[config.mk]
export PLATFORM = sky130hd
export DESIGN_NAME = rx_uart
export DESIGN_NICKNAME = d
export VERILOG_FILES = /design/src/rtl/uart_pkg.sv /design/src/rtl/sync_2ff.sv /design/src/rtl/rx_uart.sv
export SDC_FILE = /design/constraint.sdc
export NUM_CORES = 1
export LEC_CHECK = 0
export CORE_MARGIN = 2
export CORE_UTILIZATION = 58
export CTS_BUF_LIST = sky130_fd_sc_hd__clkbuf_16
export CTS_CLUSTER_DIAMETER = 40
export CTS_CLUSTER_SIZE = 24
export DETAILED_ROUTE_END_ITERATION = 8
export HOLD_SLACK_MARGIN = 0.05
export PLACE_DENSITY_LB_ADDON = 0.25
export SLEW_MARGIN = 25
export SYNTH_ARGS = -nofsm -noshare
export SYNTH_HDL_FRONTEND = slang
export SYNTH_SLANG_ARGS = --single-unit
[constraint.sdc]
create_clock -name clk_rx -period 3.2 [get_ports clk_rx]
set_input_delay 0.48 -clock clk_rx [delete_from_list [all_inputs] [get_ports clk_rx]]
set_output_delay 0.48 -clock clk_rx [all_outputs]
set_load 0.05 [all_outputs]
[src/rtl/uart_pkg.sv]
// Shared UART definitions used by both the receiver and the transmitter.
package uart_pkg;

    // Frame-tracking states; 3-bit encoding shared by both link ends.
    typedef enum logic [2:0] {
        IDLE       = 3'd0,
        START_BIT  = 3'd1,
        DATA_BIT   = 3'd2,
        PARITY_BIT = 3'd3,
        STOP_BIT   = 3'd4,
        WAIT_HIGH  = 3'd5
    } state_e;

    // Default baud divider: clock cycles per serial bit.
    localparam int unsigned CYCLE_PER_BIT_DEFAULT = 115;

    localparam logic ENABLE  = 1'b1;
    localparam logic DISABLE = 1'b0;

endpackage

[src/rtl/sync_2ff.sv]
// Two-flop synchroniser for a single asynchronous input bit.
module sync_2ff #(
    parameter logic RESET_VAL = 1'b0
) (
    input  logic clk_i,
    input  logic rst_ni,
    input  logic d_i,
    output logic q_o
);

    logic meta_q;
    logic sync_q;

    // Two-stage capture; both stages reset to the line's idle level.
    always_ff @(posedge clk_i or negedge rst_ni) begin
        if (!rst_ni) begin
            meta_q <= RESET_VAL;
            sync_q <= RESET_VAL;
        end else begin
            meta_q <= d_i;
            sync_q <= meta_q;
        end
    end

    assign q_o = sync_q;

endmodule

[src/rtl/rx_uart.sv]
// UART 8N1 receiver: synchronises the line, finds the start bit, samples each bit at
// mid-bit and emits the byte with a one-cycle valid pulse, flagging framing errors.
// Optional even parity is compiled in with the RX_UART_PARITY_EN macro.
module rx_uart
    import uart_pkg::*;
#(
    parameter int unsigned CYCLE_PER_BIT = CYCLE_PER_BIT_DEFAULT
) (
    input  logic       clk_rx,
    input  logic       rst_rx,
    input  logic       enable_rx,
    input  logic       in_serial_rx,
    output logic [7:0] out_byte_rx,
    output logic       out_valid_rx,
    output logic       out_frame_err_rx,
    output logic       out_parity_err_rx
);

    localparam logic [15:0] CntLast = 16'(CYCLE_PER_BIT - 1);
    localparam logic [15:0] CntHalf = 16'(CYCLE_PER_BIT / 2);

    logic line_s;

    state_e      state_q, state_d;
    logic [15:0] cnt_q, cnt_d;
    logic [2:0]  idx_q, idx_d;
    logic [7:0]  shift_q, shift_d;
    logic [7:0]  byte_q, byte_d;
    logic        valid_q, valid_d;
    logic        ferr_q, ferr_d;
`ifdef RX_UART_PARITY_EN
    logic        par_bad_q, par_bad_d;
    logic        perr_q, perr_d;
`endif

    sync_2ff #(
        .RESET_VAL(1'b1)
    ) u_sync (
        .clk_i (clk_rx),
        .rst_ni(rst_rx),
        .d_i   (in_serial_rx),
        .q_o   (line_s)
    );

    // Next-state and output-pulse logic for the frame FSM.
    always_comb begin
        state_d = state_q;
        cnt_d   = cnt_q;
        idx_d   = idx_q;
        shift_d = shift_q;
        byte_d  = byte_q;
        valid_d = 1'b0;
        ferr_d  = 1'b0;
`ifdef RX_UART_PARITY_EN
        par_bad_d = par_bad_q;
        perr_d    = 1'b0;
`endif
        if (enable_rx != ENABLE) begin
            // Turnaround: drop any partial frame silently.
            state_d = IDLE;
            cnt_d   = '0;
            idx_d   = '0;
        end else begin
            unique case (state_q)
                IDLE: begin
                    cnt_d = '0;
                    idx_d = '0;
`ifdef RX_UART_PARITY_EN
                    par_bad_d = 1'b0;
`endif
                    if (!line_s) state_d = START_BIT;
                end
                START_BIT: begin
                    if (cnt_q == CntHalf) begin
                        cnt_d   = '0;
                        // A line already back high at mid-start is a glitch.
                        state_d = line_s ? IDLE : DATA_BIT;
                    end else begin
                        cnt_d = cnt_q + 16'd1;
                    end
                end
                DATA_BIT: begin
                    if (cnt_q == CntLast) begin
                        cnt_d          = '0;
                        shift_d[idx_q] = line_s;
                        idx_d          = idx_q + 3'd1;
                        if (idx_q == 3'd7) begin
`ifdef RX_UART_PARITY_EN
                            state_d = PARITY_BIT;
`else
                            state_d = STOP_BIT;
`endif
                        end
                    end else begin
                        cnt_d = cnt_q + 16'd1;
                    end
                end
`ifdef RX_UART_PARITY_EN
                PARITY_BIT: begin
                    if (cnt_q == CntLast) begin
                        cnt_d     = '0;
                        par_bad_d = line_s ^ (^shift_q);
                        state_d   = STOP_BIT;
                    end else begin
                        cnt_d = cnt_q + 16'd1;
                    end
                end
`endif
                STOP_BIT: begin
                    if (cnt_q == CntLast) begin
                        cnt_d = '0;
                        if (line_s) begin
                            // Re-arm immediately; no wait for the end of the stop bit.
                            byte_d  = shift_q;
                            valid_d = 1'b1;
`ifdef RX_UART_PARITY_EN
                            perr_d  = par_bad_q;
`endif
                            state_d = IDLE;
                        end else begin
                            ferr_d  = 1'b1;
                            state_d = WAIT_HIGH;
                        end
                    end else begin
                        cnt_d = cnt_q + 16'd1;
                    end
                end
                WAIT_HIGH: begin
                    // Hold off until a break ends so it is not read as 0x00 frames.
                    if (line_s) state_d = IDLE;
                end
                default: begin
                    state_d = IDLE;
                end
            endcase
        end
    end

    // FSM state, counters and registered outputs.
    always_ff @(posedge clk_rx or negedge rst_rx) begin
        if (!rst_rx) begin
            state_q <= IDLE;
            cnt_q   <= '0;
            idx_q   <= '0;
            shift_q <= '0;
            byte_q  <= '0;
            valid_q <= 1'b0;
            ferr_q  <= 1'b0;
`ifdef RX_UART_PARITY_EN
            par_bad_q <= 1'b0;
            perr_q    <= 1'b0;
`endif
        end else begin
            state_q <= state_d;
            cnt_q   <= cnt_d;
            idx_q   <= idx_d;
            shift_q <= shift_d;
            byte_q  <= byte_d;
            valid_q <= valid_d;
            ferr_q  <= ferr_d;
`ifdef RX_UART_PARITY_EN
            par_bad_q <= par_bad_d;
            perr_q    <= perr_d;
`endif
        end
    end

    assign out_byte_rx      = byte_q;
    assign out_valid_rx     = valid_q;
    assign out_frame_err_rx = ferr_q;
`ifdef RX_UART_PARITY_EN
    assign out_parity_err_rx = perr_q;
`else
    assign out_parity_err_rx = 1'b0;
`endif

endmodule

## Word-level counts from Yosys, hierarchy flattened

Cells that the tools add are included.

- Register bits after elaboration: 42
- RAM bits: 0
- Bits in latches: 0
- Bits of input ports: 4
- Memories kept: 0
- ROM bits: 0
- Logic and storage cells: 63
- Output and inout bits: 11

- $add $sub $neg: 2
- Equal/unequal tests: 15
- Bitwise operators: 0
- Multiply operators: 0
- Shifts and indexed selects: 0
- Multiplexer cells: 28
- Divide/modulo/power cells: 0
- Order comparisons: 2
- Reductions and logical operators: 7

Operator list:

| operator | number |
|---|---|
| two-way mux 16 bit | 3 |
| case mux 16 bit (3 select lines) | 1 |
| two-way mux 3 bit | 10 |
| adder 16 x 1 -> 16 bit (second input constant) | 1 |
| == test 16 x 6 -> 1 bit (second input constant) | 1 |
| == test 16 x 7 -> 1 bit (second input constant) | 1 |
| inequality test 3 bit (second input constant) | 5 |
| case mux 3 bit (5 select lines) | 1 |
| == test 3 bit (second input constant) | 3 |
| two-way mux 1 bit | 9 |
| bitwise mux 8 bit | 1 |
| case mux 3 bit (2 select lines) | 1 |
| AND reduction 6 bit | 1 |
| less-than comparator 3 x 4 -> 1 bit (second input constant) | 1 |
| inequality test 4 x 2 -> 1 bit (second input constant) | 1 |
| AND reduction 4 bit | 1 |
| adder 3 x 1 -> 3 bit (second input constant) | 1 |
| demux 1 bit (select 3 bit) | 1 |
| == test 3 x 1 -> 1 bit (second input constant) | 1 |
| == test 3 x 2 -> 1 bit (second input constant) | 1 |
| >= comparator 3 x 1 -> 1 bit (second input constant) | 1 |
| logical NOT 3 bit | 1 |
| inequality test 3 x 1 -> 1 bit (second input constant) | 1 |
| inequality test 3 x 2 -> 1 bit (second input constant) | 1 |
| 5 further kinds | 5 |

## Depth between registers and ports, before layout

Gate-level depths: netlist (run 1).

- Depth in word-level cells: 5
- Mapped depth: 8
- Gate-level depth less buffers: 7

## Modules after synthesis

A second synthesis (run 1) with hierarchy kept.

- Cell total of the unflattened synthesis: 225
- Area, all modules: 2327.2 um^2

Modules (own cells, without submodules):

| module | instances | area an instance (um^2) | cells each | seq. area each (um^2) |
|---|---|---|---|---|
| rx_uart | 1 | 2274.7 | 223 | 1001.0 |
| sync_2ff | 1 | 52.6 | 2 | 52.6 |

## Least setup slack after synthesis (run 1)

OpenSTA, ideal clock, no wires.

- Kind: reg2reg
- Start point: register cnt_q[2]
- End point: register shift_q[2]
- Library setup time: 0.127 ns
- Setup slack: 0.860 ns
- Clock period less this slack: 2.340 ns
- Required time: 3.073 ns
- Arrival time: 2.213 ns
- Stages on the path, launching flop included: 7
- Path buffers: 1
- Cells stage by stage: dfrtp_1 > or4_1 > or4_1 > buf_2 > nor3_4 > nand3_1 > mux2_1

- Longest elaborated chain between the ends: 2

RTL lines:

| what | line | text |
|---|---|---|
| from (decl) | rx_uart.sv:25 | `logic [15:0] cnt_q, cnt_d;` |
| from (signal assigned) | rx_uart.sv:155 | `cnt_q <= cnt_d;` |
| == test 16 x 7 -> 1 bit | rx_uart.sv:83 | `if (cnt_q == CntLast) begin` |
| AND reduction 3 bit (no source line) | - |  |
| to (signal assigned) | rx_uart.sv:157 | `shift_q <= shift_d;` |
| to (decl) | rx_uart.sv:27 | `logic [7:0] shift_q, shift_d;` |

Every way passes these cells.
A chain may end at the register's enable or synchronous reset.

## Worst setup path after layout (run 1)

- Start point: register cnt_q[2]
- End point: register cnt_q[5]

- Longest elaborated chain between the ends: 4
- Elaborated cells between the ends (all ways): 7
- Those cells by class: 1 x add/sub; 2 x eq/ne; 4 x mux

RTL lines:

| what | line | text |
|---|---|---|
| adder 16 x 1 -> 16 bit (tied with other cells) | rx_uart.sv:79, rx_uart.sv:95, rx_uart.sv:125 |  |
| two-way mux 16 bit (on tied branches) | rx_uart.sv:83, rx_uart.sv:110, rx_uart.sv:74 |  |
| case mux 16 bit (3 select lines) (*) | rx_uart.sv:64 | `unique case (state_q)` |
| two-way mux 16 bit (*) | rx_uart.sv:58 | `if (enable_rx != ENABLE) begin` |

Every way passes the cells marked *; elsewhere a longest branch is shown, timed or not.

==> results of run 1 <==
==> critical path: cells and delay by family (launching register included) <==
kind	cells	cell delay, ps
AO/OA/AOI/OAI	2	710
flip-flops	1	440
AND/OR/NAND/NOR	2	1330
==> through the flow <==
| stage | instance area, µm² | setup WS [ps] | hold slack, ps | util [%] |
|---|---|---|---|---|
| floorplan | 2180 | 860 | 184 | - |
| global placement | 2340 | 696 | 347 | 64.5 |
| detailed placement | 2340 | 637 | 349 | 64.5 |
| CTS | 2490 | 626 | 358 | 68.7 |
| global route | 2520 | 365 | 164 | 69.4 |
| finish | 2520 | 577 | 140 | 69.4 |
==> area by class of cell <==
cell class	instances	area (µm²)	share of cell area, %
Clock buffer	5	125	4.96
Clock inverter	3	26.3	1.04
Inverter	9	33.8	1.34
Multi-Input combinational cell	155	1050	41.6
Sequential cell	42	1050	41.8
Tap cell	48	60.1	2.38
Timing Repair Buffer	17	175	6.94
==> cells by family (layout without fill, tap and decap cells) <==
logic type / after synthesis / count (layout) / share of synthesized area, %
AND/OR/NAND/NOR: 88 / 88 / 22.4
adder cells (fa/ha/maj): 6 / 6 / 3.33
buffers and inverters: 19 / 34 / 3.56
other: 1 / 1 / 0.172
AO/OA/AOI/OAI: 35 / 35 / 10.3
flip-flops: 42 / 42 / 48.3
XOR/XNOR: 9 / 9 / 3.62
multiplexers: 16 / 16 / 8.27
==> registers in the layout, summed over array words and instances (netlist names) <==
register / flops
out_byte_rx: 8
u_sync.q_o: 1
u_sync.meta_q: 1
idx_q: 3
out_frame_err_rx: 1
state_q: 3
out_valid_rx: 1
shift_q: 8
cnt_q: 16
==> synthesized netlist by cell type, types with 2 or more instances <==
cell / number / share of area (%)
dfstp_2: 2 / 2.4
or4_1: 2 / 0.69
mux2_1: 3 / 1.5
o31ai_1: 2 / 0.69
inv_1: 9 / 1.5
mux2_2: 13 / 6.7
nor4_1: 3 / 0.86
xnor2_1: 4 / 1.6
clkbuf_1: 7 / 1.2
a21oi_1: 9 / 2.1
nand3_1: 13 / 3.0
and3_1: 8 / 2.3
and2_1: 2 / 0.57
nor3_1: 3 / 0.69
and2_0: 3 / 0.86
o22ai_1: 4 / 1.1
xor2_1: 5 / 2.0
buf_2: 2 / 0.46
nand4_1: 10 / 2.9
nand3b_1: 3 / 1.0
dfrtp_1: 40 / 46
nor2b_1: 2 / 0.57
o32ai_1: 2 / 0.80
nand2_1: 13 / 2.2
o21ai_0: 9 / 2.1
nor2_1: 19 / 3.3
ha_1: 5 / 2.9
==> where the power goes <==
part	switching (mW)	total, mW	internal [mW]
Clock	0.225	0.523	0.297
Sequential	0.00694	0.542	0.535
Combinational	0.0303	0.0426	0.0123
==> per-layer routing <==
| metal | vias up | GRT usage, % | wire length, µm |
|---|---|---|---|
| li1 | 810 | - | - |
| met1 | 831 | 32.8 | 2080 |
| met2 | 77 | 41.7 | 2370 |
| met3 | 19 | 6.68 | 284 |
| met4 | 0 | 12.5 | 136 |
| met5 | - | 0 | 0 |
==> path summary, 6_finish.rpt <==
check / to / from / depth (start not counted) / slack [ps]
worst max-delay path: cnt_q[5] / cnt_q[2] / 4 / 580
worst min-delay path: idx_q[2] / rst_rx / 1 / 140
worst max register to register: cnt_q[5] / cnt_q[2] / 4 / 580
worst min register to register: u_sync.q_o / u_sync.meta_q / 0 / 360
max in group asynchronous: u_sync.meta_q / rst_rx / 2 / 2510
min in group clk_rx: u_sync.q_o / u_sync.meta_q / 0 / 360
==> results by group, run 1 <==
Detailed routing
  – Vias per inst: 6.23
  – Via count: 1737
  – Drt drc: 0
  – 1st-iter DRT viols: 229
  – DR WL/cell: 17.4 µm
  – Routed wire length: 4870 µm
  – Routed Antenna Nets: 0
  – Drt pass-1 iters: 4

Global route
  – All-Layer GR Usage: 26.0%
  – Initial antenna violation count: 0
  – Total gr overflow: 0
  – Largest net degree at the start of global routing: 43
  – First-pass GRT wire length: 8460 µm
  – Vias in the first global route: 1793

Floorplan
  – Die H: 65.3 µm
  – Die Wd: 65.3 µm
  – I/O pin total: 15
  – Std-Cell Rows: 22
  – Core Footprint: 0.00363 mm²
  – Initial Util: 60.0%
  – Die ar.: 0.00426 mm²

Synth
  – EDFF count, synth: 0
  – Distinct cells, synth: 46
  – Yosys warnings: 0
  – Asr flop ratio synth: 100%
  – Post-Synthesis Cells: 216
  – Seq cells post-synth: 42
  – Top FF cell, synth: dfrtp_1
  – Syn Std Cell Area: 0.00218 mm²
  – Register area share after synthesis: 48.3%
  – Syn nets: 225
  – Mean post-synth cell area: 10.1 µm²

Placement
  – IO buf count: 13
  – DP Cell Count: 270
  – Final HPWL DP: 3260 µm
  – RD Place Congestion: 0.846

STA
  – Hold Vio Cnt, Final: 0
  – Total negative slack: 0 ps
  – Crit path time final: 2620 ps
  – Slew Limit Fails: 0
  – Final period utilization: 82.0%
  – Count of final setup violators: 0
  – Least-Margin Pin Slew: 597 ps
  – RSZ-0062 raised after global routing: no
  – Clock skew: 2.95 ps
  – Relative slew slack: 59.2%
  – Fmax: 0.381 GHz

Setup path
  – Slowest cell on crit path: or4_1
  – Max incr delay on CP: 690 ps
  – Worst-path fanout max: 7
  – Crit-path most repeated cell: or4_1
  – Worst path cell trace: or4_1, or4_1, a21oi_1, o21ai_0
  – Req. time, crit path: 3340 ps
  – CP Capture Type: register
  – WP data arrival: 2760 ps
  – Critical path type: register to register
  – Startpoint Class: register

Power and ir drop
  – PD cells: 439 mW/mm²
  – Power, Total: 1.11 mW
  – Leak pwr: 1.08 nW
  – Max VDD drop: 0.334 mV

Run
  – Max cap viols: 0

Clock network
  – TritonCTS clock tree: done
  – Post-cts sizing count: 0
  – Clk slew on worst S/H paths: 70 ps
  – Clock Root Buffer: clkbuf_16
  – Num Clock Sinks: 42
  – Post-CTS Setup Bufs: 0
  – CTS Hold Buffers Added: 0
  – CTS Buf Count: 5
  – Clk_lat worst skew: 290 ps
  – CTS HTree Levels: 2
  – Clk buf depth: 2

Finish
  – Diode count: 0
  – Area Overhead vs Synth: 15.7%
  – Fin cells: 279
  – Final net count: 239
  – Share of cells above drive strength 1: 13.9%
  – FILL cells: 290
  – Most frequent cells in the layout: dfrtp_1 (40), nor2_1 (19), nand2_1 (13), nand3_1 (13), mux2_2 (13)
  – Most common cell after layout, fill and taps aside: dfrtp_1

Outcome
  – Status: finished, final reports clean

Min path
  – Hold Crit Class: primary input to async pin
Note: power is estimated with default switching activity, not from simulation.
==> run 2: changes to the inputs <==
==> constraint.sdc (replaced) <==
create_clock -name clk_rx -period 2.5 [get_ports clk_rx]
set_input_delay 0.375 -clock clk_rx [delete_from_list [all_inputs] [get_ports clk_rx]]
set_output_delay 0.375 -clock clk_rx [all_outputs]
set_load 0.05 [all_outputs]
==> run 2 against run 1 <==
Against the previous run:
- the run now ends with DRC left
- via count increased by 2.1%
- worst hold slack improved by 75 ps
- clock-buffer cell count unchanged
- global-route usage decreased by 2.2 points
- sequential share of layout area decreased by 0.53 points
- wire length decreased by 6.5%
- power increased by 22%
- combinational power increased by 35%
- final cell count increased by 3.2%
- flip-flop and latch count unchanged
- clock skew increased by 3.6 ps
- critical path type unchanged
- critical endpoint is now shift_q[0]
- largest power group unchanged
==> results by group, run 2 (synthesis gave the netlist of run 1 again) <==
Placement
  – IO buf count: 13
  – DP Cell Count: 279
  – Pre-CTS WS: 115 ps
  – Placed cell area: 0.00241 mm²
  – RD Place Congestion: 0.918
  – Final HPWL DP: 3140 µm

Detailed routing
  – Drt drc: 1
  – 1st-iter DRT viols: 203
  – DR WL/cell: 15.8 µm
  – Via count: 1774
  – Routed wire length: 4550 µm
  – Drt pass-1 iters: 7
  – Vias per inst: 6.16
  – Routed Antenna Nets: 0

Floorplan
  – Std-Cell Rows: 22
  – Die H: 65.3 µm
  – Die Wd: 65.3 µm
  – I/O pin total: 15
  – Initial Util: 60.0%
  – Die ar.: 0.00426 mm²
  – Core Footprint: 0.00363 mm²

Clock network
  – Clk buf depth: 2
  – Num Clock Sinks: 42
  – Post-CTS Setup Bufs: 0
  – TritonCTS clock tree: done
  – CTS HTree Levels: 2
  – Clk slew on worst S/H paths: 60 ps
  – Clk_lat worst skew: 280 ps
  – CTS Hold Buffers Added: 0
  – Post-cts sizing count: 0
  – CTS Buf Count: 5
  – Clock Root Buffer: clkbuf_16

Global route
  – Initial antenna violation count: 0
  – Total gr overflow: 0
  – Vias in the first global route: 1678
  – First-pass GRT wire length: 7670 µm
  – All-Layer GR Usage: 23.8%
  – Largest net degree at the start of global routing: 43

Finish
  – Final net count: 248
  – Diode count: 0
  – Design Area, Final: 0.00255 mm²
  – Top reg by flops: cnt_q
  – Area Overhead vs Synth: 17.2%
  – Fin cells: 288
  – Most frequent cells in the layout: dfrtp_1 (40), nor2_1 (19)
  – Max FFs per register: 16
  – Final core utilization: 70.3%
  – Most common cell after layout, fill and taps aside: dfrtp_1
  – FILL cells: 279
  – Share of cells above drive strength 1: 15.8%

Setup path
  – R2r startpoint: cnt_q[9]
  – Req. time, crit path: 2670 ps
  – CP Launch Point: cnt_q[9]
  – Slowest cell on crit path: or4_1
  – R2r endpoint: shift_q[0]
  – WP data arrival: 2570 ps
  – Critical path buffer and inverter count: 0
  – Crit path max-delay family: simple AND/OR/NAND/NOR gates
  – Worst R2R Path Depth: 5
  – CP Capture Type: register
  – Worst R2R Setup Slack: 100 ps
  – Max incr delay on CP: 610 ps
  – Critical path type: register to register
  – Startpoint Class: register
  – Worst-path fanout max: 4
  – Worst path cell trace: or4_4, or4_1, nor3_4, nand3b_1, mux2_1

Min path
  – Hold Crit Class: primary input to async pin

STA
  – Fmax: 0.417 GHz
  – Hold Vio Cnt, Final: 0
  – Count of final setup violators: 0
  – Least-Margin Pin Slew: 909 ps
  – Setup ws final: 102 ps
  – Total negative slack: 0 ps
  – Clock skew: 6.54 ps
  – Slew Limit Fails: 0
  – Crit path time final: 2400 ps
  – Final period utilization: 95.9%
  – RSZ-0062 raised after global routing: no
  – Relative slew slack: 39.4%

Run
  – Max cap viols: 0

Power and ir drop
  – Max VDD drop: 0.493 mV
  – Leak pwr: 1.12 nW
  – PD cells: 531 mW/mm²

Outcome
  – Failing checks: DRC
  – Status: finished, violations left
run 2: metal layers:
metal	track usage [%]	part of all wire [%]	vias up
met1	30.9	44	884
li1	-	-	830
met5	0	0	-
met3	5.31	5.1	4
met2	38.4	49	56
met4	10.7	1.2	0
run 2: through the flow:
stage	power [mW]	hold WS, ps
finish	1.36	215
floorplan	0.733	79.4
global route	1.39	296
CTS	1.36	258
global placement	0.759	347
detailed placement	0.761	351
run 2: worst max path at each step:
stage | slack, ps | cells past startpoint | endpoint
final | 100 | 5 | shift_q[0]
after global routing | 3 | 7 | cnt_q[2]
after CTS | 110 | 5 | out_byte_rx[0]
after detailed placement | 110 | 5 | shift_q[2]
after global placement | 160 | 5 | out_byte_rx[1]
after floorplan | 160 | 6 | shift_q[2]
run 2: worst register-to-register path, delay by kind of cell (launching register included):
| kind | cells | cell delay, ps |
|---|---|---|
| DFF | 1 | 410 |
| and+or+nand+nor | 4 | 1540 |
| muxes | 1 | 330 |
run 2: area by class of cell:
cell class	count	area, µm²	area share [%]
sequential	42	1050	41.2
tap	48	60.1	2.35
multi-input combinational	155	1050	41.0
timing repair buffer	26	223	8.72
inverter	9	33.8	1.32
clock buffer	5	125	4.90
clock inverter	3	11.3	0.441
run 2: report_power, final:
group          leakage (nW)  internal, mW  switching (mW)  total [mW]
clock network        0.0738         0.359           0.247       0.606
registers             0.578         0.685         0.00617       0.692
logic                 0.465        0.0162          0.0415      0.0576
total                  1.12          1.06           0.295        1.36
